==> config.mk <==
export PLATFORM = sky130hd
export DESIGN_NAME = imem_boot_loader
export DESIGN_NICKNAME = d
export VERILOG_FILES = /design/src/rtl/imem_boot_loader.sv
export SDC_FILE = /design/constraint.sdc
export NUM_CORES = 1
export LEC_CHECK = 0
export BUFFER_PORTS_ARGS = -buffer_cell sky130_fd_sc_hd__buf_4
export CORE_ASPECT_RATIO = 1.2
export CORE_UTILIZATION = 51
export DETAILED_ROUTE_END_ITERATION = 6
export PLACE_DENSITY = 0.72
export SETUP_SLACK_MARGIN = 0.05
export SLEW_MARGIN = 15
export SYNTH_ARGS = -nofsm -noshare
export SYNTH_HDL_FRONTEND = slang
export SYNTH_SLANG_ARGS = --single-unit
==> constraint.sdc <==
create_clock -name clk -period 4.8 [get_ports clk]
set_clock_uncertainty 0.15 [all_clocks]
set_input_delay 0.96 -clock clk [delete_from_list [all_inputs] [get_ports clk]]
set_output_delay 0.96 -clock clk [all_outputs]
set_load 0.05 [all_outputs]
==> src/rtl/imem_boot_loader.sv <==
// ---------------------------------------------------------------------------
// imem_boot_loader
//
// Byte-serial boot loader for the instruction memory of MIPS_Processor.
// A framed program image arrives on a valid/ready byte stream:
//   HEADER, N (word count), 4*N data bytes (little-endian per word), XOR checksum.
// Each assembled word is written into instruction memory. The processor is
// held in reset until the checksum of a complete frame verifies.
//
// Ports
//   clk         system clock, rising edge
//   reset       asynchronous active-low reset
//   rx_data     incoming byte
//   rx_valid    rx_data valid this cycle
//   rx_ready    loader accepts a byte this cycle (low only in the write cycle)
//   imem_we     one-cycle instruction-memory write strobe
//   imem_addr   word address for the write
//   imem_wdata  word to write
//   cpu_reset   active-high reset to the processor
//   load_done   image loaded and verified, processor running
//   load_error  last frame rejected (bad count or checksum)
// ---------------------------------------------------------------------------
module imem_boot_loader #(
    parameter int          ADDR_W = 8,
    parameter logic [7:0]  HEADER = 8'hA5
) (
    input  logic              clk,
    input  logic              reset,
    input  logic [7:0]        rx_data,
    input  logic              rx_valid,
    output logic              rx_ready,
    output logic              imem_we,
    output logic [ADDR_W-1:0] imem_addr,
    output logic [31:0]       imem_wdata,
    output logic              cpu_reset,
    output logic              load_done,
    output logic              load_error
);

    localparam logic [2:0] S_IDLE  = 3'd0;
    localparam logic [2:0] S_COUNT = 3'd1;
    localparam logic [2:0] S_DATA  = 3'd2;
    localparam logic [2:0] S_WRITE = 3'd3;
    localparam logic [2:0] S_CHECK = 3'd4;
    localparam logic [2:0] S_RUN   = 3'd5;
    localparam logic [2:0] S_ERROR = 3'd6;

    // Control state
    logic [2:0]        state_q, state_d;
    logic [ADDR_W:0]   widx_q, widx_d;     // one extra bit so N = 2**ADDR_W fits
    logic [1:0]        bidx_q, bidx_d;
    logic              rx_ready_q, rx_ready_d;
    logic              imem_we_q, imem_we_d;
    logic [ADDR_W-1:0] imem_addr_q, imem_addr_d;
    logic [31:0]       imem_wdata_q, imem_wdata_d;
    logic              cpu_reset_q, cpu_reset_d;
    logic              load_done_q, load_done_d;
    logic              load_error_q, load_error_d;

    // Datapath state (no reset needed; always initialised in COUNT before use)
    logic [ADDR_W:0]   count_q, count_d;
    logic [31:0]       word_q, word_d;
    logic [7:0]        csum_q, csum_d;

    logic              accept;
    logic              count_bad;
    logic [ADDR_W:0]   widx_inc;
    logic [31:0]       word_shift;

    assign accept     = rx_valid && rx_ready_q;
    // Count is checked at 32 bits so any ADDR_W (smaller or larger than 8) works.
    assign count_bad  = (rx_data == 8'h00) || ({24'd0, rx_data} > (32'd1 << ADDR_W));
    assign widx_inc   = widx_q + (ADDR_W+1)'(1);
    // Bytes shift in from the top, so the first byte ends up in bits 7:0.
    assign word_shift = {rx_data, word_q[31:8]};

    always_comb begin
        state_d      = state_q;
        widx_d       = widx_q;
        bidx_d       = bidx_q;
        imem_we_d    = 1'b0;
        imem_addr_d  = imem_addr_q;
        imem_wdata_d = imem_wdata_q;
        cpu_reset_d  = cpu_reset_q;
        load_done_d  = load_done_q;
        load_error_d = load_error_q;
        count_d      = count_q;
        word_d       = word_q;
        csum_d       = csum_q;

        case (state_q)
            S_IDLE: begin
                if (accept && (rx_data == HEADER)) begin
                    state_d     = S_COUNT;
                    cpu_reset_d = 1'b1;
                    load_done_d = 1'b0;
                end
            end
            S_COUNT: begin
                if (accept) begin
                    if (count_bad) begin
                        state_d      = S_ERROR;
                        load_error_d = 1'b1;
                    end else begin
                        // Range already checked, so the narrowing cast is lossless.
                        count_d = (ADDR_W+1)'(rx_data);
                        widx_d  = '0;
                        bidx_d  = 2'd0;
                        csum_d  = 8'h00;
                        state_d = S_DATA;
                    end
                end
            end
            S_DATA: begin
                if (accept) begin
                    word_d = word_shift;
                    csum_d = csum_q ^ rx_data;
                    bidx_d = bidx_q + 2'd1;
                    if (bidx_q == 2'd3) begin
                        state_d      = S_WRITE;
                        imem_we_d    = 1'b1;
                        imem_addr_d  = widx_q[ADDR_W-1:0];
                        imem_wdata_d = word_shift;
                    end
                end
            end
            S_WRITE: begin
                widx_d  = widx_inc;
                state_d = (widx_inc == count_q) ? S_CHECK : S_DATA;
            end
            S_CHECK: begin
                if (accept) begin
                    if (rx_data == csum_q) begin
                        state_d     = S_RUN;
                        cpu_reset_d = 1'b0;
                        load_done_d = 1'b1;
                    end else begin
                        state_d      = S_ERROR;
                        load_error_d = 1'b1;
                    end
                end
            end
            S_RUN: begin
                if (accept && (rx_data == HEADER)) begin
                    state_d     = S_COUNT;
                    cpu_reset_d = 1'b1;
                    load_done_d = 1'b0;
                end
            end
            S_ERROR: begin
                if (accept && (rx_data == HEADER)) begin
                    state_d      = S_COUNT;
                    load_error_d = 1'b0;
                end
            end
            default: begin
                state_d = S_IDLE;
            end
        endcase

        // Registered ready: drops exactly for the cycle spent in WRITE.
        rx_ready_d = (state_d != S_WRITE);
    end

    always_ff @(posedge clk or negedge reset) begin
        if (!reset) begin
            state_q      <= S_IDLE;
            widx_q       <= '0;
            bidx_q       <= 2'd0;
            rx_ready_q   <= 1'b0;
            imem_we_q    <= 1'b0;
            imem_addr_q  <= '0;
            imem_wdata_q <= 32'd0;
            cpu_reset_q  <= 1'b1;
            load_done_q  <= 1'b0;
            load_error_q <= 1'b0;
        end else begin
            state_q      <= state_d;
            widx_q       <= widx_d;
            bidx_q       <= bidx_d;
            rx_ready_q   <= rx_ready_d;
            imem_we_q    <= imem_we_d;
            imem_addr_q  <= imem_addr_d;
            imem_wdata_q <= imem_wdata_d;
            cpu_reset_q  <= cpu_reset_d;
            load_done_q  <= load_done_d;
            load_error_q <= load_error_d;
        end
    end

    always_ff @(posedge clk) begin
        count_q <= count_d;
        word_q  <= word_d;
        csum_q  <= csum_d;
    end

    assign rx_ready   = rx_ready_q;
    assign imem_we    = imem_we_q;
    assign imem_addr  = imem_addr_q;
    assign imem_wdata = imem_wdata_q;
    assign cpu_reset  = cpu_reset_q;
    assign load_done  = load_done_q;
    assign load_error = load_error_q;

endmodule
==> results.json <==
{
  "cts_setup_buffers": 0,
  "initial_core_util_pct": 53.3,
  "synth_edf_count": 40,
  "track_usage_pct": 19.8,
  "cts_htree_levels": 3,
  "area_delta_synth_final_pct": 15.8,
  "reg2reg_slack_ns": 1.77,
  "clock-sinks": 99,
  "syn-cell-area_um2": 4160,
  "arrival_ns": 3.11,
  "io_pins": 56,
  "finalSetupTns_ns": 0,
  "slowest_delay_ns": 0.67,
  "wl_per_cell_um": 16.8,
  "gp_congestion": 0.829,
  "drtAntennaViolNets": 0,
  "ctsResizeCount": 0,
  "drt_iter0_drc": 140,
  "row_count": 35,
  "fin_nets": 372,
  "die_area_um2": 8520,
  "worstSetupStartpointType": "flip-flop",
  "hold_viol": 0,
  "viasPerCell": 5.57,
  "cts.clk_slew.worst_paths_ns": 0.09,
  "antenna_found_initial": 0,
  "synth_top_area_share_pct": 34.9,
  "synthCells": 304,
  "yosys.area.top_type": "dfrtp_1",
  "p_per_area_nw_per_um2": 420,
  "reg2reg_depth": 6,
  "syn_area_per_cell_um2": 13.7,
  "io_buffers": 55,
  "p_leak_nw": 2.13,
  "dpl.hpwl_um": 5130,
  "end_kind": "flip-flop",
  "violations": "design-rule violations",
  "crit_family": "simple AND/OR/NAND/NOR gates",
  "yosysUniqueCellTypes": 53,
  "wirelength_um": 7650,
  "timing.hold.ws_ns": 0.305,
  "tritoncts": "built",
  "hold_end": "word_q[8]$_DFFE_PP_",
  "gr-total-overflow": 0,
  "drc_errors": 4,
  "critPathKind": "reg -> reg",
  "seqCellArea_um2": 2680,
  "yosysSeqAreaShare_pct": 64.4,
  "ys_warn_count": 0,
  "slowest_stage": "nand2_2",
  "drive_gt1_share_pct": 34.1,
  "synthesis.nets": 317,
  "r2r_start": "state_q[1]$_DFF_PN0_",
  "status": "complete, but fails checks",
  "crit_buf_inv": 1,
  "fp.dieH_um": 101,
  "ys_ff_latch": 99,
  "ys.flop_type": "dfrtp_1",
  "fillerInstances": 625,
  "antennaDiodeCount": 0,
  "setup_viol": 0,
  "worstHoldPathCells": 0,
  "grt_pass1_wl_um": 13000,
  "cts.path.max_buffers": 2,
  "hold_buffers": 0,
  "hold_path.class": "reg -> reg",
  "grt_setup_unrepaired": "false",
  "fmax_ghz": 0.330,
  "grt_max_degree": 60,
  "max-cap-violations": 0,
  "min_period_over_period_pct": 63.2,
  "num_vias": 2538,
  "grt_pass1_vias": 2601,
  "worstReg2RegEnd": "imem_wdata[19]$_DFFE_PN0P_",
  "tightest_slew_ns": 1.05,
  "synth-async-reset-ratio_pct": 59.6,
  "drtPass1Iterations": 6,
  "drv_slew": 0,
  "core_area_um2": 7790,
  "worstHoldStart": "word_q[16]$_DFFE_PP_",
  "period_needed_ns": 3.03,
  "root_buffer": "clkbuf_8",
  "cts_buffers": 9,
  "multiInputGateArea_um2": 1360,
  "vdd_drop_max_v": 0.000258,
  "worstPathRequired_ns": 4.88,
  "relSlewSlack_pct": 29.9,
  "path_cells": "nand2b_1, or2_2, nor2_2, buf_4, nand2_2, mux2_2",
  "yosys-top-cells-area": "dfrtp_1 35%, edfxtp_1 29%, mux2_2 11%, xnor2_1 2.3%, o21ai_0 2.2%",
  "clk_latency_ns": 0.35,
  "path_max_fanout": 42,
  "die_w_um": 84.4
}
worst max path at each step:
| stage | depth (start not counted) | slack, ns | to | startpoint |
|---|---|---|---|---|
| global placement | 6 | 1.74 | imem_wdata[19]$_DFFE_PN0P_ | rx_valid |
| floorplan | 5 | 2.04 | imem_addr[0]$_DFFE_PN0P_ | rx_valid |
| CTS | 6 | 1.75 | imem_wdata[19]$_DFFE_PN0P_ | state_q[1]$_DFF_PN0_ |
| finish | 6 | 1.77 | imem_wdata[19]$_DFFE_PN0P_ | state_q[1]$_DFF_PN0_ |
| detailed placement | 6 | 1.67 | imem_wdata[22]$_DFFE_PN0P_ | rx_valid |
| global route | 6 | 1.52 | imem_wdata[19]$_DFFE_PN0P_ | state_q[1]$_DFF_PN0_ |
Yosys cell counts (all sizes together), types with 5 or more instances:
cell    number
xor2         5
nor2        21
edfxtp      40
dfrtp       58
o21ai       19
buf         10
inv          7
mux2        41
xnor2       11
a21oi        7
nor4         5
nor3         5
nand4        6
nand2       18
layout make-up:
type	count	share of cell area, %
sequential	99	55.6
multi-input combinational	185	28.2
timing repair buffer	57	8.89
clock buffer	12	3.22
tap	92	2.39
clock inverter	4	1.14
inverter	7	0.546
sequential cells by signal, summed over array words and instances (netlist names), 2 cells and up:
register / flops
imem_wdata: 32
word_q: 24
widx_q: 9
count_q: 8
csum_q: 8
imem_addr: 8
state_q: 3
bidx_q: 2
stage by stage:
stage	total power [W]	area, um^2	setup WS, ns	util [%]	cells
3_5_place_dp	0.00149	4600	1.67	59.1	440
2_1_floorplan	0.00136	4160	2.04	-	304
5_1_grt	0.00211	4810	1.52	61.8	456
3_3_place_gp	0.00148	4600	1.74	59.1	440
4_1_cts	0.00204	4810	1.75	61.8	456
6_report	0.00202	4810	1.77	61.8	456
cell families (layout without fill, tap and decap cells):
family	after synthesis	in the layout	synth area share, %
adders and majority gates	4	4	1.11
buffers and inverters	20	80	2.95
xor gates and xnor gates	16	16	3.37
and+or+nand+nor	80	80	10.4
AOI/OAI and AO/OA	44	44	6.62
muxes	41	41	11.1
DFF	99	99	64.4
power by group:
group | leakage (nW) | total (W) | switching, W | internal, W
clock network | 0.104 | 0.000553 | 0.000279 | 0.000274
registers | 1.12 | 0.00104 | 0.0000588 | 0.000981
logic | 0.906 | 0.000429 | 0.000282 | 0.000147
total | 2.13 | 0.00202 | 0.000620 | 0.00140
metal layers:
layer  up-vias  global-route usage (%)  routed length (um)
li1       1220                       -                   -
met1      1245                    25.4                3410
met2        64                    33.7                3810
met3         9                    4.67                 332
met4         0                    5.87                  94
met5         -                       0                   0
cells in the final DEF (no fill, tap or decap), types with 2 or more instances in the layout:
cell type | netlist | layout
xnor2_1 | 11 | 11
a22o_1 | 2 | 2
inv_6 | 0 | 2
buf_4 | 0 | 57
nand3_1 | 4 | 4
nand4_1 | 6 | 6
nand2b_1 | 2 | 2
nor2b_1 | 3 | 3
ha_1 | 2 | 2
o31ai_1 | 2 | 2
a311oi_1 | 2 | 2
clkbuf_8 | 1 | 11
nand2_2 | 2 | 2
nor3_1 | 5 | 5
a211oi_1 | 3 | 3
nor2_1 | 20 | 20
nand2_1 | 16 | 16
inv_1 | 7 | 7
dfrtp_1 | 58 | 58
o21ai_0 | 18 | 18
xor2_1 | 5 | 5
a21oi_1 | 7 | 7
and2_1 | 2 | 2
and3_4 | 2 | 2
nor4_1 | 5 | 5
edfxtp_1 | 40 | 40
mux2_2 | 41 | 41
nand4b_1 | 2 | 2
No activity file was read; power rests on OpenSTA's default activity.
